$ cat config.mk
export PLATFORM = sky130hd
export DESIGN_NAME = mux_2to1_arb
export DESIGN_NICKNAME = d
export VERILOG_FILES = /design/src/rtl/mux_2to1_arb.sv
export SDC_FILE = /design/constraint.sdc
export NUM_CORES = 1
export LEC_CHECK = 0
export CAP_MARGIN = 20
export CORE_MARGIN = 2
export CORE_UTILIZATION = 44
export CTS_CLUSTER_SIZE = 30
export DETAILED_ROUTE_END_ITERATION = 7
export GPL_ROUTABILITY_DRIVEN = 0
export MAX_ROUTING_LAYER = met4
export PLACE_DENSITY = 0.69
export SYNTH_ARGS = -nofsm -noshare
export SYNTH_HDL_FRONTEND = slang
export SYNTH_SLANG_ARGS = --single-unit
$ cat constraint.sdc
create_clock -name CLK -period 1.9 [get_ports CLK]
set_input_delay 0.38 -clock CLK [delete_from_list [all_inputs] [get_ports CLK]]
set_output_delay 0.38 -clock CLK [all_outputs]
set_load 0.05 [all_outputs]
$ cat src/rtl/mux_2to1_arb.sv
// -----------------------------------------------------------------------------
// mux_2to1_arb
//
// Arbiter/sequencer for a shared 2:1 mux datapath. Two requesters (A, B) offer
// beats over valid/ready. One side is granted at a time. S0 steers the mux
// (0 = A, 1 = B). The selected beat is registered onto a single Z valid/ready
// port with one cycle of latency.
//
// Arbitration is round-robin with a burst limit. After MAX_BURST accepted
// beats, the grant is re-arbitrated so that neither side starves the other.
//
// Optional feature (compile-time macro FIXED_PRIO_EN):
//   Defined   : A wins every contention, both from IDLE and at grant exit.
//               The burst limit still applies, so B may starve while A stays
//               valid.
//   Undefined : round-robin using the LAST indicator.
//
// Parameters
//   WIDTH      data width of A_DATA, B_DATA, Z_DATA
//   MAX_BURST  max beats accepted per grant before re-arbitration (>= 1)
//
// Ports
//   CLK      in   rising-edge clock
//   RST_N    in   asynchronous active-low reset
//   A_VALID  in   requester A has a beat
//   A_READY  out  A beat accepted when A_VALID & A_READY
//   A_DATA   in   requester A beat
//   B_VALID  in   requester B has a beat
//   B_READY  out  B beat accepted when B_VALID & B_READY
//   B_DATA   in   requester B beat
//   Z_VALID  out  registered output beat valid
//   Z_READY  in   downstream accepts Z beat when Z_VALID & Z_READY
//   Z_DATA   out  registered output beat
//   S0       out  registered mux select (0 = A granted/last, 1 = B)
// -----------------------------------------------------------------------------
module mux_2to1_arb #(
  parameter int WIDTH     = 1,
  parameter int MAX_BURST = 4
) (
  input  logic             CLK,
  input  logic             RST_N,
  input  logic             A_VALID,
  output logic             A_READY,
  input  logic [WIDTH-1:0] A_DATA,
  input  logic             B_VALID,
  output logic             B_READY,
  input  logic [WIDTH-1:0] B_DATA,
  output logic             Z_VALID,
  input  logic             Z_READY,
  output logic [WIDTH-1:0] Z_DATA,
  output logic             S0
);

  localparam int CW = $clog2(MAX_BURST) + 1;

  localparam logic [1:0] IDLE    = 2'd0;
  localparam logic [1:0] GRANT_A = 2'd1;
  localparam logic [1:0] GRANT_B = 2'd2;

  localparam logic [CW-1:0] LAST_BEAT = CW'(MAX_BURST - 1);

  logic [1:0]    state_q, state_d;
  logic [CW-1:0] count_q, count_d;
  logic          last_q, last_d;   // side granted most recently: 0 = A, 1 = B
  logic          s0_d;
  logic          load_en;
  logic          accept_a, accept_b;
  logic          a_wins_tie;

  // The single output register can take a new beat when it is empty or
  // draining this cycle. There is no skid buffer.
  assign load_en  = !Z_VALID || Z_READY;
  assign A_READY  = load_en && (state_q == GRANT_A);
  assign B_READY  = load_en && (state_q == GRANT_B);
  assign accept_a = A_VALID && A_READY;
  assign accept_b = B_VALID && B_READY;

`ifdef FIXED_PRIO_EN
  assign a_wins_tie = 1'b1;
`else
  // LAST = 1 means B went last, so A gets the next contention.
  assign a_wins_tie = last_q;
`endif

  // NOTE: every signal driven here gets a default first, so that no path can
  // leave it unassigned and infer a latch.
  always_comb begin
    state_d = state_q;
    count_d = count_q;
    last_d  = last_q;
    case (state_q)
      IDLE: begin
        count_d = '0;
        if (A_VALID && B_VALID) state_d = a_wins_tie ? GRANT_A : GRANT_B;
        else if (A_VALID)       state_d = GRANT_A;
        else if (B_VALID)       state_d = GRANT_B;
      end
      GRANT_A: begin
        // Release on requester withdrawal (even while Z is stalled) or on the
        // final beat of a burst.
        if (!A_VALID || (accept_a && count_q == LAST_BEAT)) begin
          last_d  = 1'b0;
          count_d = '0;
`ifdef FIXED_PRIO_EN
          if (A_VALID)      state_d = GRANT_A;
          else if (B_VALID) state_d = GRANT_B;
          else              state_d = IDLE;
`else
          if (B_VALID)      state_d = GRANT_B;
          else if (A_VALID) state_d = GRANT_A;
          else              state_d = IDLE;
`endif
        end else if (accept_a) begin
          count_d = count_q + CW'(1);
        end
      end
      GRANT_B: begin
        if (!B_VALID || (accept_b && count_q == LAST_BEAT)) begin
          last_d  = 1'b1;
          count_d = '0;
          if (A_VALID)      state_d = GRANT_A;
          else if (B_VALID) state_d = GRANT_B;
          else              state_d = IDLE;
        end else if (accept_b) begin
          count_d = count_q + CW'(1);
        end
      end
      default: begin
        state_d = IDLE;
        count_d = '0;
      end
    endcase
  end

  // The select follows the grant. In IDLE it holds the last granted side.
  always_comb begin
    s0_d = S0;
    if (state_d == GRANT_A)      s0_d = 1'b0;
    else if (state_d == GRANT_B) s0_d = 1'b1;
  end

  // NOTE: state is updated with non-blocking assignments so that every flop
  // samples pre-edge values. All state here is small control/data flops, so
  // every one is reset, including Z_DATA.
  always_ff @(posedge CLK or negedge RST_N) begin
    if (!RST_N) begin
      state_q <= IDLE;
      count_q <= '0;
      last_q  <= 1'b1;
      S0      <= 1'b0;
      Z_VALID <= 1'b0;
      Z_DATA  <= '0;
    end else begin
      state_q <= state_d;
      count_q <= count_d;
      last_q  <= last_d;
      S0      <= s0_d;
      if (accept_a || accept_b) begin
        Z_VALID <= 1'b1;
        Z_DATA  <= accept_b ? B_DATA : A_DATA;
      end else if (load_en) begin
        Z_VALID <= 1'b0;
      end
    end
  end

endmodule

== Word level (Yosys, flattened, before mapping) ==
Cells that the tools add are included.

* Flip-flop bits (word level): 9
* Output and inout port bits: 5

* Add/sub/neg operators: 1
* Equality and inequality tests: 9
* Mux-type cells: 24
* Reduce and logical (&&, ||, !) cells: 20

{| class="wikitable"
|+ Operators with widths
! kind !! number
|-
| $mux W2 || 9
|-
| $mux W3 || 4
|-
| $mux W1 || 8
|-
| $logic_and A1 B1 Y1 || 7
|-
| $ne A3 B2 Y1 const B || 2
|-
| $pmux W2 S3 || 1
|-
| $pmux W3 S2 || 1
|-
| $reduce_bool A2 Y1 || 3
|-
| $eq A2 B1 Y1 const B || 2
|-
| $eq A2 B2 Y1 const B || 2
|-
| $logic_or A1 B1 Y1 || 4
|-
| $ne A2 B1 Y1 const B || 2
|-
| $add A3 B1 Y3 const B || 1
|-
| $eq A3 B2 Y1 const B || 1
|-
| $logic_not A1 Y1 || 3
|-
| $reduce_and A3 Y1 || 1
|-
| $logic_not A2 Y1 || 1
|-
| $pmux W1 S2 || 1
|-
| $reduce_and A2 Y1 || 1
|}

== Depth between registers and ports, before layout ==
* Depth in word-level cells: 11
* Gate-level depth with buffers: 9
* Mapped depth without buffers: 9

== Worst setup path after synthesis ==
Ideal clock, no wire load.

* Path kind: register to register
* Start: register Z_VALID
* End: register S0
* Library setup time: 0.127 ns
* Arrival: 1.869 ns
* Data required time: 1.773 ns
* Slack: -0.096 ns
* Stages on the path, launching flop included: 9
* Cells stage by stage: dfrtp_1 -> nand2b_4 -> buf_6 -> and3_4 -> o32a_1 -> a31oi_1 -> ha_1 -> nand2_1 -> o21ai_0

* Word-level cells in the longest chain between the ends: 10
* Elaborated cells on any way between the ends: 17

{| class="wikitable"
|+ Ends and longest elaborated chain
! item !! line !! RTL
|-
| start: declaration || 48 || <nowiki>output logic Z_VALID,</nowiki>
|-
| start signal: assignment || 151 || <nowiki>Z_VALID <= 1'b0;</nowiki>
|-
| start signal: assignment || 159 || <nowiki>Z_VALID <= 1'b1;</nowiki>
|-
| start signal: assignment || 162 || <nowiki>Z_VALID <= 1'b0;</nowiki>
|-
| $logic_not A1 Y1 * || 72 || <nowiki>assign load_en = !Z_VALID || Z_READY;</nowiki>
|-
| $logic_or A1 B1 Y1 * || 72 ||
|-
| $logic_and A1 B1 Y1 (on tied branches) || 74, 73 ||
|-
| $logic_and A1 B1 Y1 (on tied branches) || 76, 75 ||
|-
| $logic_and A1 B1 Y1 (on tied branches) || 118, 101 ||
|-
| $logic_or A1 B1 Y1 (on tied branches) || 118, 101 ||
|-
| $mux W2 (on tied branches) || 118, 101 ||
|-
| $pmux W2 S3 * || 91 || <nowiki>case (state_q)</nowiki>
|-
| via state_d[0] || 62 || <nowiki>logic [1:0] state_q, state_d;</nowiki>
|-
| $eq A2 B1 Y1 or $eq A2 B2 Y1 (tied branches) || 138, 139 ||
|-
| $mux W1 or $reduce_bool A2 Y1 (tied branches) || - ||
|-
| end signal: assignment || 150 || <nowiki>S0 <= 1'b0;</nowiki>
|-
| end signal: assignment || 157 || <nowiki>S0 <= s0_d;</nowiki>
|-
| end: declaration || 51 || <nowiki>output logic S0</nowiki>
|}

Mark *: on every way through the listed nets, which the timed path passes. The rest lies on a longest branch.
A chain may end at the register's enable or synchronous reset.

== Final worst setup path ==
* Start: register count_q[0]
* End: register S0

* Word-level cells in the longest chain between the ends: 7
* Elaborated cells on any way between the ends: 12

{| class="wikitable"
|+ Ends and longest elaborated chain
! item !! line !! RTL
|-
| start: declaration || 63 || <nowiki>logic [CW-1:0] count_q, count_d;</nowiki>
|-
| start signal: assignment || 155 || <nowiki>count_q <= count_d;</nowiki>
|-
| $eq A3 B2 Y1 * || 101, 118 ||
|-
| $logic_and A1 B1 Y1 (on tied branches) || 118, 101 ||
|-
| $logic_or A1 B1 Y1 (on tied branches) || 118, 101 ||
|-
| $mux W2 (on tied branches) || 118, 101 ||
|-
| $pmux W2 S3 * || 91 ||
|-
| via state_d[0] || 62 ||
|-
| $eq A2 B1 Y1 or $eq A2 B2 Y1 (tied branches) || 138, 139 ||
|-
| $mux W1 or $reduce_bool A2 Y1 (tied branches) || - ||
|}

Marks and branches as above.

==> results.ini <==
[clock_tree]
insertion_delay_ns = 0.26
htreeDepth = 1
cts_tree = yes
cts_max_path_buffers = 2
cts_root_buffer = clkbuf_4
numCtsBuffers = 3
cts_hold_buffers = 0
clkTransAtPathRegs_ns = 0.07
clock-sinks = 9

[run_status]
status = complete, no violations

[route]
drtPass1Iterations = 3
vias_per_cell = 5.37
drt-initial-drc-count = 15
ant_nets = 0
vias = 585
drc = 0
wirelength_um = 1450
wire_per_inst_um = 13.3

[timing]
slew-limit-headroom_pct = 67.1
fin_ws_ns = 0.0244
worstMarginPinSlew_ns = 0.491
finalMaxSlewViolations = 0
clock_skew_ns = 0.0104
finalCritPeriodShare_pct = 98.7
finalSetupViolCount = 0
whs_ns = 0.408
clock.fmax_mhz = 533
finalHoldViolations = 0
grt_setup_unrepaired = true
setup_tns_ns = 0
min_period_ns = 1.88

[synth]
postSynthCellCount = 67
yosysUniqueCellTypes = 31
netlist_area_um2 = 638
synthFlopType = dfrtp_1
synth_seq_cells = 9
avgSynthCellArea_um2 = 9.52
synth.net_count = 81
ys_seq_area_share_pct = 35.5
ys.warnings.count = 0
async_flop_share_pct = 100
synth.top_cell.area_share_pct = 31.4
synth_top_area_cell = dfrtp_1
synth-edff-count = 0
synthTopCellsByArea = dfrtp_1, ha_1, nand2_1

[critical_path]
critPathLaunch = count_q[0]$_DFFE_PN0P_
reg2regPathDepth = 8
cp-start-kind = flip-flop
crit_end = S0$_DFFE_PN0P_
crit_fanout = 5
crit_arrival_ns = 2.02
reg2reg_to = S0$_DFFE_PN0P_
critical_path_required_ns = 2.04
critPathKind = reg -> reg
ff2ff_setup_slack_ns = 0.02
end_kind = flip-flop
crit-reg2reg-launch = count_q[0]$_DFFE_PN0P_

[power_and_ir_drop]
power.density_nw_per_um2 = 1500
cellLeakagePower_nw = 0.427
vdd.ir_drop.worst_v = 0.000940
power_mw = 1.46

[floorplanning]
io_pins = 12
die_h_um = 42.1
core_area_um2 = 1330
row_count = 13
initial_utilization_pct = 47.8
die_w_um = 42.1
design.die.area_um2 = 1770

[cells_and_area]
area_growth_pct = 52.2
final-seq-area_um2 = 230
final_design_area_no_fill_um2 = 971
num_antenna_cells = 0
fin_nets = 109
multi_input_area_um2 = 443
final_util_pct = 72.8
fill_cells = 100
layout-drive-gt1-share_pct = 45.7
final_cells = 109

[placed_design]
dp_slack_ns = -0.245
port_buffers = 11
placed_cell_area_um2 = 862
dpl.hpwl_um = 1110
placed_cells = 103

[grt]
antenna_found_initial = 0
grt_usage_pct = 17.9
grt_pass1_wl_um = 2370
grt_max_degree = 10
grt_pass1_vias = 561
grt_overflow = 0

[min_path]
hp-class = in -> async

[run]
cap_violations = 0

how the worst min path moves through the flow:
| stage | startpoint | to | slack [ns] |
|---|---|---|---|
| after global placement | S0$_DFFE_PN0P_ | S0$_DFFE_PN0P_ | 0.47 |
| after global routing | RST_N | count_q[0]$_DFFE_PN0P_ | 0.45 |
| final | RST_N | count_q[0]$_DFFE_PN0P_ | 0.41 |
| after floorplan | RST_N | S0$_DFFE_PN0P_ | 0.08 |
| after CTS | RST_N | count_q[0]$_DFFE_PN0P_ | 0.43 |
| after detailed placement | S0$_DFFE_PN0P_ | S0$_DFFE_PN0P_ | 0.47 |
cells by family (layout without fill, tap and decap cells):
logic type | after synthesis | in the layout | share of synthesized area [%]
multiplexers | 1 | 1 | 1.76
buffers and inverters | 6 | 33 | 4.90
adder cells (fa/ha/maj) | 7 | 7 | 13.7
AND/OR/NAND/NOR | 24 | 24 | 22.7
AO/OA/AOI/OAI | 20 | 20 | 21.4
flip-flops | 9 | 9 | 35.5
cell type report:
class,count,share of cell area [%]
Clock buffer,4,2.71
Timing Repair Buffer,25,24.5
Multi-Input combinational cell,52,45.6
Sequential cell,9,23.7
Inverter,4,1.55
Tap cell,15,1.93
layer usage:
| metal | vias to the layer above | track usage, % | wire length, um |
|---|---|---|---|
| met4 | 0 | 5.00 | 7 |
| met1 | 271 | 20.7 | 698 |
| li1 | 298 | - | - |
| met2 | 14 | 30.3 | 672 |
| met3 | 2 | 5.17 | 71 |
| met5 | - | - | 0 |
sequential cells by signal (all words and copies together) (netlist names):
name	count
count_q	3
a_wins_tie	1
S0	1
state_q	2
Z_DATA	1
Z_VALID	1
synth_stat cells, types with 2 or more instances:
cell and number:
nand2_1 9, o21ai_0 3, a31oi_1 2, a21o_1 2
nand4_1 2, ha_1 7, and2_2 2, a21oi_1 5
dfrtp_1 8, inv_1 4, nor2_1 3
report_power, final:
group | total [mW] | internal [mW] | switching, mW | leakage (nW)
combinational | 0.974 | 0.464 | 0.510 | 0.302
sequential | 0.336 | 0.274 | 0.0626 | 0.110
clock | 0.148 | 0.0808 | 0.0677 | 0.0150
total | 1.46 | 0.818 | 0.641 | 0.427
layout by cell type (no fill, tap or decap), types with 2 or more instances in the layout:
cell / synthesis / final
ha_4: 0 / 3
and2_2: 2 / 2
ha_1: 7 / 2
o21ai_0: 3 / 2
clkbuf_4: 0 / 3
inv_1: 4 / 2
clkdlybuf4s50_1: 0 / 6
inv_2: 0 / 2
nand4_1: 2 / 2
a21oi_1: 5 / 5
a21o_1: 2 / 2
buf_12: 0 / 2
ha_2: 0 / 2
dlymetal6s2s_1: 0 / 2
dfrtp_2: 0 / 3
nor2_1: 3 / 3
buf_4: 0 / 15
nand2_1: 9 / 8
dfrtp_1: 8 / 5
worst max-delay path: stages (launching register included):
cell	delay (ns)
dfrtp_1	0.39
ha_2	0.20
ha_4	0.17
and3_4	0.16
o32a_1	0.30
a31oi_2	0.16
ha_1	0.27
nand2_1	0.07
o21ai_1	0.05
what timing repair did:
item / CTS / global route
endpoints found under the setup margin: 1 / 3
gates resized for setup: 3 / 15
pin swaps: 4 / 4
buffers inserted: 1 / 1
No activity file was read; power rests on OpenSTA's default activity.
==> RTL edit 1, RTL diff (config.mk and constraints unchanged) <==
Change the parameter `MAX_BURST` from 4 to 8.
--- a/src/rtl/mux_2to1_arb.sv
+++ b/src/rtl/mux_2to1_arb.sv
@@ -36,5 +36,5 @@
 module mux_2to1_arb #(
   parameter int WIDTH     = 1,
-  parameter int MAX_BURST = 4
+  parameter int MAX_BURST = 8
 ) (
   input  logic             CLK,
Formal check against the unedited RTL: not equivalent (Yosys sat finds a counterexample within 10 cycles, from zero or initial values and one cycle with RST_N low).
==> RTL edit 1 against the original RTL <==
The flow now finishes with violations (negative setup slack). First-iteration DRC count up 47%. Cell area up 2.4%. Power up 1.8%. Non-clock buffer count unchanged. Sequential cell count up 1. Utilization down 6.0 points. Worst setup slack worse by 0.096 ns. Count of clock-buffer cells in the layout unchanged. Wire length up 16%. Synthesized area up 8.6%. Via count up 22%. Synthesized cell count up 16%. Critical path depth unchanged. Largest cell class unchanged.
==> RTL edit 1: results <==
[placement]
dp_hpwl_um = 1210
placed_area_um2 = 927
io_buffers = 11
dp_slack_ns = -0.299

[power_and_ir_drop]
intPower_mw = 0.833
p_leak_nw = 0.444
power.share.switching = 0.439
ir_worst_vdd_uv = 973

[cells_and_area]
drive_above_1_share = 0.279
top_regs = "count_q (4), state_q (2)"
final_net_count = 118

[sta]
setup_slack_ns = -0.0718
tightest_slew_ns = 0.493
finalSetupViolCount = 2
fin_tns_setup_ns = -0.0934
skew_ns = 0.00166

[critical_path]
worst_ep_arrival_time_ns = 2.14

[grt]
grt_pass1_vias = 649
grt.total_usage = 0.212
grt_pass1_wl_um = 2900
overflow = 0
grt_max_degree = 11

[clock_tree]
cts_hold_buf = 0
clock_path_buffers = 2

[route]
finalWirelength_um = 1690
firstDrtPassIters = 4
initialDrtViolationCount = 22
vias = 714

[synth]
synth_fp_nets = 91
ys_seq_area_frac = 0.363
synth_common_cells = "nand2_1, dfrtp_1, ha_1, nor2b_1, o21ai_1"
yosys_warnings = 0
synthTopCellsByArea = "dfrtp_1, ha_1, nand2_1, nor2b_1, dfstp_2"

[status]
status = "complete, but fails checks"
violations = "negative setup slack"
==> RTL edit 1: critical path, cell delays in order, from the launching register on <==
cell	delay, ns
dfrtp_1	0.40
ha_2	0.20
nand3b_1	0.19
o21ai_2	0.24
mux2i_2	0.26
o221a_1	0.21
ha_1	0.23
nand2_1	0.07
o21ai_1	0.06
==> RTL edit 1: through the flow <==
| step | total power, mW | utilization | hold WS (ns) | std cells |
|---|---|---|---|---|
| after floorplan | 0.905 | - | 0.0844 | 78 |
| after global placement | 1.23 | 0.623 | 0.472 | 115 |
| after detailed placement | 1.24 | 0.623 | 0.482 | 115 |
| after CTS | 1.45 | 0.654 | 0.450 | 120 |
| after global routing | 1.59 | 0.668 | 0.478 | 120 |
| final | 1.49 | 0.668 | 0.427 | 120 |
==> RTL edit 1: power by group through the flow <==
stage	logic, mW	clock network, mW	registers (mW)
2_1_floorplan	0.460	0	0.445
3_3_place_gp	0.881	0	0.347
3_5_place_dp	0.890	0	0.345
4_1_cts	0.909	0.204	0.341
5_1_grt	1.01	0.215	0.365
6_report	0.931	0.200	0.355
==> RTL edit 1: worst paths after layout <==
kind	slack, ns	to	startpoint
setup / recovery	-0.07	S0	count_q[1]
hold / removal	0.43	count_q[2]	RST_N
setup reg to reg	-0.07	S0	count_q[1]
hold reg to reg	0.49	S0	S0
max in group asynchronous	1.13	state_q[1]	RST_N
min in group CLK	0.49	S0	S0
==> RTL edit 1: layout make-up <==
cell class	instances	area, um^2
Timing Repair Buffer	25	238
Sequential cell	10	254
Multi-Input combinational cell	63	439
Tap cell	16	20.0
Fill cell	114	494
Inverter	2	7.51
Clock buffer	4	36.3
==> RTL edit 1: metal layers <==
metal  vias up  part of all wire  routed length (um)  global-route usage
met5         -                 0                   0                   -
met4         0             0.023                  38              0.0727
met3         7             0.050                  84              0.0375
met2        27              0.46                 780               0.318
met1       341              0.46                 783               0.287
li1        339                 -                   -                   -
==> RTL edit 1: what timing repair did <==
item	CTS	global route
hold endpoints to repair	0	0
endpoints found under the setup margin	1	3
gates cloned	0	0
pin swaps	0	3
resized for setup	1	7
buffers inserted	1	0
==> RTL edit 1: kinds of logic (layout without fill, tap and decap cells) <==
logic type | after synthesis | count (layout) | share of synthesized area
buf+inv | 5 | 31 | 0.0325
flops | 10 | 10 | 0.363
mux | 3 | 3 | 0.0451
compound gates | 21 | 21 | 0.190
fa+ha+maj | 6 | 6 | 0.108
simple gates | 33 | 33 | 0.262
==> RTL edit 2, RTL diff (config.mk and constraints unchanged) <==
Without the edit above. Make the reset (`RST_N`) synchronous in one clocked block. Comments in the files are not updated.
--- a/src/rtl/mux_2to1_arb.sv
+++ b/src/rtl/mux_2to1_arb.sv
@@ -143,5 +143,5 @@
   // samples pre-edge values. All state here is small control/data flops, so
   // every one is reset, including Z_DATA.
-  always_ff @(posedge CLK or negedge RST_N) begin
+  always_ff @(posedge CLK) begin
     if (!RST_N) begin
       state_q <= IDLE;
Formal check against the unedited RTL: differs if RST_N is asserted again (counterexample within 4 cycles, from zero or initial values and one cycle with RST_N low); with RST_N held inactive, the same outputs for 10 cycles.
==> RTL edit 2 against the original RTL <==
Cell area shrank 7.7%. Register-to-register slack gained 0.08 ns. Wire length grew 0.76%. Largest cell class unchanged. Maximum frequency grew 2.4%. Critical path type is now primary input to primary output. Synthesized area grew 0.98%. Worst setup slack gained 0.045 ns. Sequential cell count is the same.
Power is not compared: it rests on default switching activity, and its combinational part moved more than twofold at a synthesized area within 25%.
==> RTL edit 2: results <==
[synth]
synthArstFlopShare = 0
ys_seq_area_frac = 0.280
ys_types = 32
synthTopCellsByArea = "dfxtp_1, ha_1, nand2_1, a21oi_1, nor2_1"
synth_fp_nets = 91
synth_top_area_share = 0.280
synth_common_cells = "nand2_1, dfxtp_1, a21oi_1, nor2_1, ha_1"
yosys.area.top_type = "dfxtp_1"

[placement]
dp_slack_ns = -0.207
dp_hpwl_um = 1120
placed_area_um2 = 832

[route]
wire_per_inst_um = 12.7
firstDrtPassIters = 4
vias = 643
initialDrtViolationCount = 18
drcViolationCount = 0

[sta]
tightest_slew_ns = 0.494
skew_ns = 0.00168

[cells_and_area]
final_net_count = 114
drive_above_1_share = 0.290
diodes = 0
top_regs = "count_q (3), state_q (2)"

[grt]
grt_pass1_vias = 613
grt_max_degree = 9
grt.total_usage = 0.186
grt_pass1_wl_um = 2560

[status]
status = "complete, no violations"

[power_and_ir_drop]
comb-power_mw = 0.377
clkPwrFrac = 0.191

[clock_tree]
cts_root_buf = "clkbuf_4"
clk_pin_slew_worst_paths_ns = 0.06
numCtsBuffers = 3

[critical_path]
worst_ep_arrival_time_ns = 1.45
path_max_fanout = 4

[min_path]
hold_path.class = "flip-flop to flip-flop"
RTL edit 2: cell count changes after synthesis, moves of 2 or more:
cell     unedited run  this run
a21o_1              2         0
a21oi_1             5         8
dfrtp_1             8         0
dfxtp_1             0         9
nand2_1             9        11
nand3_1             0         2
nor2_1              3         8
RTL edit 2: logic make-up after synthesis:
family	after synthesis	synth area share
buf+inv	8	0.0660
mux	1	0.0155
simple gates	32	0.272
compound gates	22	0.250
flops	9	0.280
fa+ha+maj	6	0.117
RTL edit 2: metrics by stage:
| step | cells | hold WS [ns] |
|---|---|---|
| floorplan | 78 | 0.436 |
| finish | 115 | 0.480 |
| CTS | 114 | 0.461 |
| detailed placement | 110 | 0.453 |
| global route | 115 | 0.517 |
| global placement | 110 | 0.445 |
RTL edit 2: worst paths after layout:
path | start | to | slack [ns] | depth (start not counted)
hold reg to reg | count_q[1] | count_q[1] | 0.48 | 2
setup reg to reg | count_q[0] | S0 | 0.10 | 7
setup / recovery | Z_READY | B_READY | 0.07 | 5
hold / removal | count_q[1] | count_q[1] | 0.48 | 2
RTL edit 2: area by class of cell:
type                       instances  area, um^2
clock buffer                       4        26.3
fill                             119         438
inverter                           5        18.8
multi-input combinational         61         437
sequential                         9         180
tap                               15        18.8
timing repair buffer              21         215
RTL edit 2: routing by layer:
metal  routed length (um)  global-route usage
met5                    0                   -
met4                   33              0.0938
met2                  643               0.283
met3                  103              0.0172
met1                  680               0.245
RTL edit 2: critical path, cell delays in order:
cell and delay, ns:
clkdlybuf4s50_1 0.42, nand2b_4 0.16, buf_4 0.14, and2_2 0.20, buf_12 0.15
RTL edit 2: what timing repair did:
| item | CTS | global route |
|---|---|---|
| gates resized for setup | 1 | 3 |
| buffers inserted | 0 | 1 |
| setup endpoints to repair | 1 | 2 |
| pin swaps | 0 | 3 |
| hold buffers | 0 | 0 |
